--- src/rtl/double_ne_cmp.sv ---
// Registered IEEE-754 binary64 "not equal" comparator with one cycle of latency.
// NaN is never equal to anything, the two signed zeros are equal, and everything else compares by bit pattern.
module double_ne_cmp (
   input  logic        clk,
   input  logic        rst_n,
   input  logic [63:0] a,
   input  logic [63:0] b,
   output logic        z
);

   localparam int unsigned EXP_W  = 11;
   localparam int unsigned FRAC_W = 52;

   localparam logic [EXP_W-1:0]  EXP_ALL_ONES = '1;
   localparam logic [EXP_W-1:0]  EXP_ZERO     = '0;
   localparam logic [FRAC_W-1:0] FRAC_ZERO    = '0;

   logic [EXP_W-1:0]  a_exp;
   logic [EXP_W-1:0]  b_exp;
   logic [FRAC_W-1:0] a_frac;
   logic [FRAC_W-1:0] b_frac;

   logic a_nan;
   logic b_nan;
   logic a_zero;
   logic b_zero;
   logic any_nan;
   logic both_zero;
   logic bits_match;
   logic equal;
   logic ne_next;

   assign a_exp  = a[62:52];
   assign b_exp  = b[62:52];
   assign a_frac = a[51:0];
   assign b_frac = b[51:0];

   // Infinity (all-ones exponent, zero fraction) is deliberately not NaN, so +Inf == +Inf.
   assign a_nan  = (a_exp == EXP_ALL_ONES) && (a_frac != FRAC_ZERO);
   assign b_nan  = (b_exp == EXP_ALL_ONES) && (b_frac != FRAC_ZERO);

   // Sign is ignored for zero; subnormals are not flushed and stay distinct from zero.
   assign a_zero = (a_exp == EXP_ZERO) && (a_frac == FRAC_ZERO);
   assign b_zero = (b_exp == EXP_ZERO) && (b_frac == FRAC_ZERO);

   assign any_nan    = a_nan | b_nan;
   assign both_zero  = a_zero & b_zero;
   assign bits_match = (a == b);

   always_comb begin
      equal = 1'b0;
      if (any_nan) begin
         equal = 1'b0;
      end else if (both_zero) begin
         equal = 1'b1;
      end else begin
         equal = bits_match;
      end
   end

   assign ne_next = ~equal;

   always_ff @(posedge clk or negedge rst_n) begin
      if (!rst_n) begin
         z <= 1'b0;
      end else begin
         z <= ne_next;
      end
   end

endmodule

--- config.mk ---
export PLATFORM = sky130hd
export DESIGN_NAME = double_ne_cmp
export DESIGN_NICKNAME = d
export VERILOG_FILES = /design/src/rtl/double_ne_cmp.sv
export SDC_FILE = /design/constraint.sdc
export NUM_CORES = 1
export LEC_CHECK = 0
export ABC_AREA = 1
export CELL_PAD_IN_SITES_DETAIL_PLACEMENT = 1
export CELL_PAD_IN_SITES_GLOBAL_PLACEMENT = 1
export CORE_UTILIZATION = 19
export DETAILED_ROUTE_END_ITERATION = 10
export PLACE_DENSITY_LB_ADDON = 0.1
export SETUP_SLACK_MARGIN = 0.05
export SLEW_MARGIN = 20
export SYNTH_ARGS = -nofsm -noshare
export SYNTH_HDL_FRONTEND = slang
export SYNTH_SLANG_ARGS = --single-unit
--- constraint.sdc ---
create_clock -name clk -period 0.8 [get_ports clk]
set_clock_uncertainty 0.15 [all_clocks]
set_input_delay 0.16 -clock clk [delete_from_list [all_inputs] [get_ports clk]]
set_output_delay 0.16 -clock clk [all_outputs]
set_load 0.01 [all_outputs]
==> Word-level counts from Yosys, hierarchy flattened <==
Index checks and enable logic that the tools add are counted.
{ "op_classes": {"bitwise_logic": 3, "eq_ne": 3, "reduce_logical": 10, "n_mux": 2} }
{ "op_table": {"columns": ["operator", "n"], "rows": [
  ["52-bit logical NOT", 2],
  ["52-bit nonzero test", 2],
  ["64-bit equality test", 1],
  ["11-bit equality test (second input constant)", 2],
  ["11-bit logical NOT", 2],
  ["1-bit logical AND", 4],
  ["1-bit two-way mux", 2],
  ["1-bit bitwise AND", 1],
  ["1-bit NOT", 1],
  ["1-bit OR", 1]
]} }
{ "totals": {"elab_cells": 19, "regBits": 1, "input_bits": 130, "output_inout_bits": 1} }

==> Longest topological paths before layout <==
{ "depth": {"word_depth": 6, "mapped_depth": 11, "ltp_nobuf": 11} }

==> Least setup slack after synthesis <==
No wires, ideal clock.
{ "synth_path": {"path_type": "in2reg", "from": "input port a[5]", "to": "register z", "setup_slack_ns": -0.261, "t_required_ns": 0.534, "arrival_time_ns": 0.795, "setup_ns": 0.116, "stages": 10, "path_buffers": 0, "cell_sequence": "inv_1 > nand2_1 > nor3_1 > nand2_1 > nor2_1 > nand2_1 > nor2_1 > nand2_1 > nand2_1 > nand2_1"} }
{ "synth_between": {"elab_chain_cells": 6, "elab_cells_between_ends": 10, "classes_between": "eq/ne (1); mux (2); bitwise (3); reduce/logical (4)"} }
{ "synth_lines": {"columns": ["element", "line_no", "text"], "rows": [
  ["start: declaration", "6", "input logic [63:0] a,"],
  ["52-bit logical NOT", "43", "assign a_zero = (a_exp == EXP_ZERO) && (a_frac == FRAC_ZERO);"],
  ["1-bit logical AND", "43", null],
  ["1-bit bitwise AND", "47", "assign both_zero = a_zero & b_zero;"],
  ["1-bit two-way mux", "54", "end else if (both_zero) begin"],
  ["1-bit two-way mux (*)", "52", "if (any_nan) begin"],
  ["1-bit NOT (*)", "61", "assign ne_next = ~equal;"],
  ["net ne_next", "31", "logic ne_next;"],
  ["end signal: assignment", "67", "z <= ne_next;"],
  ["end: declaration", "8", "output logic z"]
]} }
The timed path passes the listed nets; every way through them passes the cells marked *.

==> Final worst setup path <==
{ "layout_path": {"from": "input port b[48]", "to": "register z"} }
{ "layout_between": {"elab_chain_cells": 6, "elab_cells_between_ends": 10, "classes_between": "eq/ne (1); mux (2); bitwise (3); reduce/logical (4)"} }
{ "layout_lines": {"columns": ["element", "line_no", "text"], "rows": [
  ["start: declaration", "7", "input logic [63:0] b,"],
  ["52-bit logical NOT", "44", "assign b_zero = (b_exp == EXP_ZERO) && (b_frac == FRAC_ZERO);"],
  ["1-bit logical AND", "44", null],
  ["1-bit bitwise AND", "47", null],
  ["1-bit two-way mux", "54", null],
  ["1-bit two-way mux (*)", "52", null],
  ["1-bit NOT (*)", "61", null],
  ["net ne_next", "31", null]
]} }
Marked as above.

==> results.py <==
metrics = {
    "sta": {
        "grt_setup_unrepaired": "true",
        "post-route-min-period_ns": 1.365,
        "min_period_over_period": 1.706,
        "worst_pin_slew_ns": 0.3140,
        "hold_violations": 0,
        "finalSetupTns_ns": -0.5651,
        "max-slew-margin-rel": 0.7887,
        "fmax_ghz": 0.7325,
        "setup_viol": 1,
        "finalWorstSetupSlack_ns": -0.5651,
        "slew_violations": 0,
    },
    "status": {
        "violations": "negative setup slack",
        "status": "complete, but fails checks",
    },
    "global_routing": {
        "grt_pass1_wl_um": 12410,
        "antenna_found_initial": 0,
        "grt_max_degree": 4,
        "overflow": 0,
        "grt_pass1_vias": 2940,
        "grt_use_total": 0.1511,
    },
    "power_and_ir_drop": {
        "sw_frac_of_total": 0.5123,
        "ir_drop_mv": 0.1117,
        "switchingPower_mw": 0.6670,
        "leakagePower_nw": 1.840,
        "p_int_mw": 0.6349,
        "p_clk_frac": 0,
        "pwr_density_cell_nw_per_um2": 429.1,
        "power_frac_seq": 0.040,
        "fin_total_pwr_mw": 1.302,
        "combPwrFrac": 0.960,
    },
    "critical_path": {
        "crit_path_start_kind": "input port",
        "slowest_stage": "nor2_1",
        "cp_top_family": "simple AND/OR/NAND/NOR gates",
        "arrival_ns": 1.09,
        "cp_num_buf_inv": 2,
        "cp_num_cells": 11,
        "crit_chain": "buf_2, nor2_1, nand3_1, nor2_2, nand2_1, nor2_2, nand2_1, nand3_1, nand2_1, inv_1, nand2_1",
        "end_kind": "flip-flop",
        "criticalPathCategory": "in -> reg",
        "critPathRequiredTime_ns": 0.53,
        "cp_common_cell": "nand2_1",
        "max_stage_delay_ns": 0.14,
        "crit_fanout": 3,
    },
    "placed_design": {
        "place_congestion": 0.8070,
        "io_buffers": 130,
        "dp.cells": 692,
        "dp_hpwl_um": 6868,
    },
    "route": {
        "dr_total_vias": 2911,
        "drc": 0,
        "drtIter0Drc": 34,
        "routed_wl_um": 7546,
        "wl_per_cell_um": 10.81,
        "antenna_left": 0,
        "viasPerCell": 4.170,
        "drt-pass1-iter-count": 6,
    },
    "cells_and_area": {
        "largest_reg_flops": 1,
        "diodes": 0,
        "layout.cells.non_filler": 698,
        "reg.largest.list": "z (1)",
        "regMostFlops": "z",
        "syn_to_final_growth_pct": 69.82,
        "final_util": 0.3315,
        "nFillCells": 1365,
        "layout-drive-gt1-share": 0.3952,
        "nNetsFinal": 719,
    },
    "logic_synthesis": {
        "yosysWarnings": 0,
        "netlist_area_um2": 1787,
        "synthArstFlopShare": 1.000,
        "synthDistinctLibCells": 14,
        "syn-instance-count": 445,
        "ys_seq_elements": 1,
        "postSynthAreaPerCell_um2": 4.015,
        "synth_ff_type": "dfrtp_1",
        "synth-edff-count": 0,
        "synth_nets": 575,
        "ys_seq_area_frac": 0.01401,
    },
    "clock_tree": {
        "ctsHoldBuffers": 0,
        "clk_pin_slew_ns": 0,
    },
    "job": {
        "drv_cap": 0,
    },
    "die": {
        "rows": 35,
        "ios": 131,
        "core_area_um2": 9153,
        "die_area_um2": 9795,
        "start_util": 0.1952,
        "die_w_um": 98.97,
        "die_h_um": 98.97,
    },
    "hold_path": {
        "min_path_type": "in -> async",
    },
}
-- per-stage QoR --
stage	cell area (um2)	hold slack [ns]	setup slack, ns
global route	3034	0.1725	-0.6944
detailed placement	3272	0.1727	-1.064
CTS	3214	0.1727	-0.6462
global placement	3272	0.1620	-1.044
floorplan	1787	-0.2856	-0.2611
finish	3034	0.1661	-0.5651
-- power by group through the flow --
| stage | Clock, mW | Sequential (mW) | Combinational [mW] |
|---|---|---|---|
| 2_1_floorplan | 0 | 0.0515 | 0.478 |
| 3_3_place_gp | 0 | 0.0515 | 1.35 |
| 3_5_place_dp | 0 | 0.0515 | 1.38 |
| 4_1_cts | 0 | 0.0515 | 1.26 |
| 5_1_grt | 0 | 0.0515 | 1.42 |
| 6_report | 0 | 0.0515 | 1.25 |
-- layout make-up --
type / count / area, um2 / share of cell area
inverters: 99 / 371.6 / 0.1225
multi-input cells: 345 / 1644 / 0.5419
flip-flops and latches: 1 / 25.02 / 0.008247
well taps: 111 / 138.9 / 0.04577
repair buffers: 142 / 854.6 / 0.2816
-- synth_stat cells (2+ instances only) --
| cell type | n | area, um2 |
|---|---|---|
| nor3_1 | 7 | 35.03 |
| inv_2 | 2 | 7.510 |
| clkinv_1 | 4 | 15.01 |
| inv_1 | 93 | 349.1 |
| xor2_1 | 9 | 78.83 |
| nor2_1 | 116 | 435.4 |
| nand3_1 | 19 | 95.09 |
| nand2_1 | 187 | 701.9 |
| nand4_1 | 3 | 18.77 |
-- routing by layer --
| metal | up-vias | wire length, um | global-route usage |
|---|---|---|---|
| li1 | 1567 | - | - |
| met1 | 1274 | 3307 | 0.1860 |
| met2 | 70 | 3760 | 0.2921 |
| met3 | 0 | 478 | 0.02128 |
| met4 | 0 | 0 | 0 |
| met5 | - | 0 | 0 |
-- path summary, 6_finish.rpt --
check                       from  end  slack (ns)
worst max-delay path       b[48]    z       -0.57
worst min-delay path       rst_n    z        0.17
max in group asynchronous  rst_n    z        0.23
min in group clk           a[61]    z        0.45
-- logic make-up after synthesis --
group           share of synthesized area
buf+inv                            0.2080
compound gates                   0.002798
simple gates                       0.7311
flops                             0.01400
xor+xnor                          0.04412
-- layout by cell type (no fill, tap or decap), types with 2 or more instances in the layout --
| cell | count |
|---|---|
| nor2_1 | 72 |
| clkinv_1 | 4 |
| nand2_2 | 5 |
| inv_1 | 65 |
| nor2_2 | 32 |
| buf_2 | 55 |
| nand2_1 | 182 |
| xor2_1 | 8 |
| clkbuf_2 | 52 |
| buf_6 | 11 |
| nand4_1 | 3 |
| nand3_1 | 12 |
| nand3_2 | 7 |
| buf_4 | 20 |
| nor3_1 | 3 |
| inv_2 | 30 |
| nor3_2 | 4 |
| clkdlybuf4s15_1 | 2 |
| nor2_4 | 13 |
-- repair_timing --
| item | 4_1_cts | 5_1_grt |
|---|---|---|
| gates resized for setup | 420 | 172 |
| buffers inserted | 6 | 0 |
| endpoints found under the setup margin | 2 | 2 |
| pin swaps | 127 | 105 |
No activity file was read; power rests on OpenSTA's default activity.
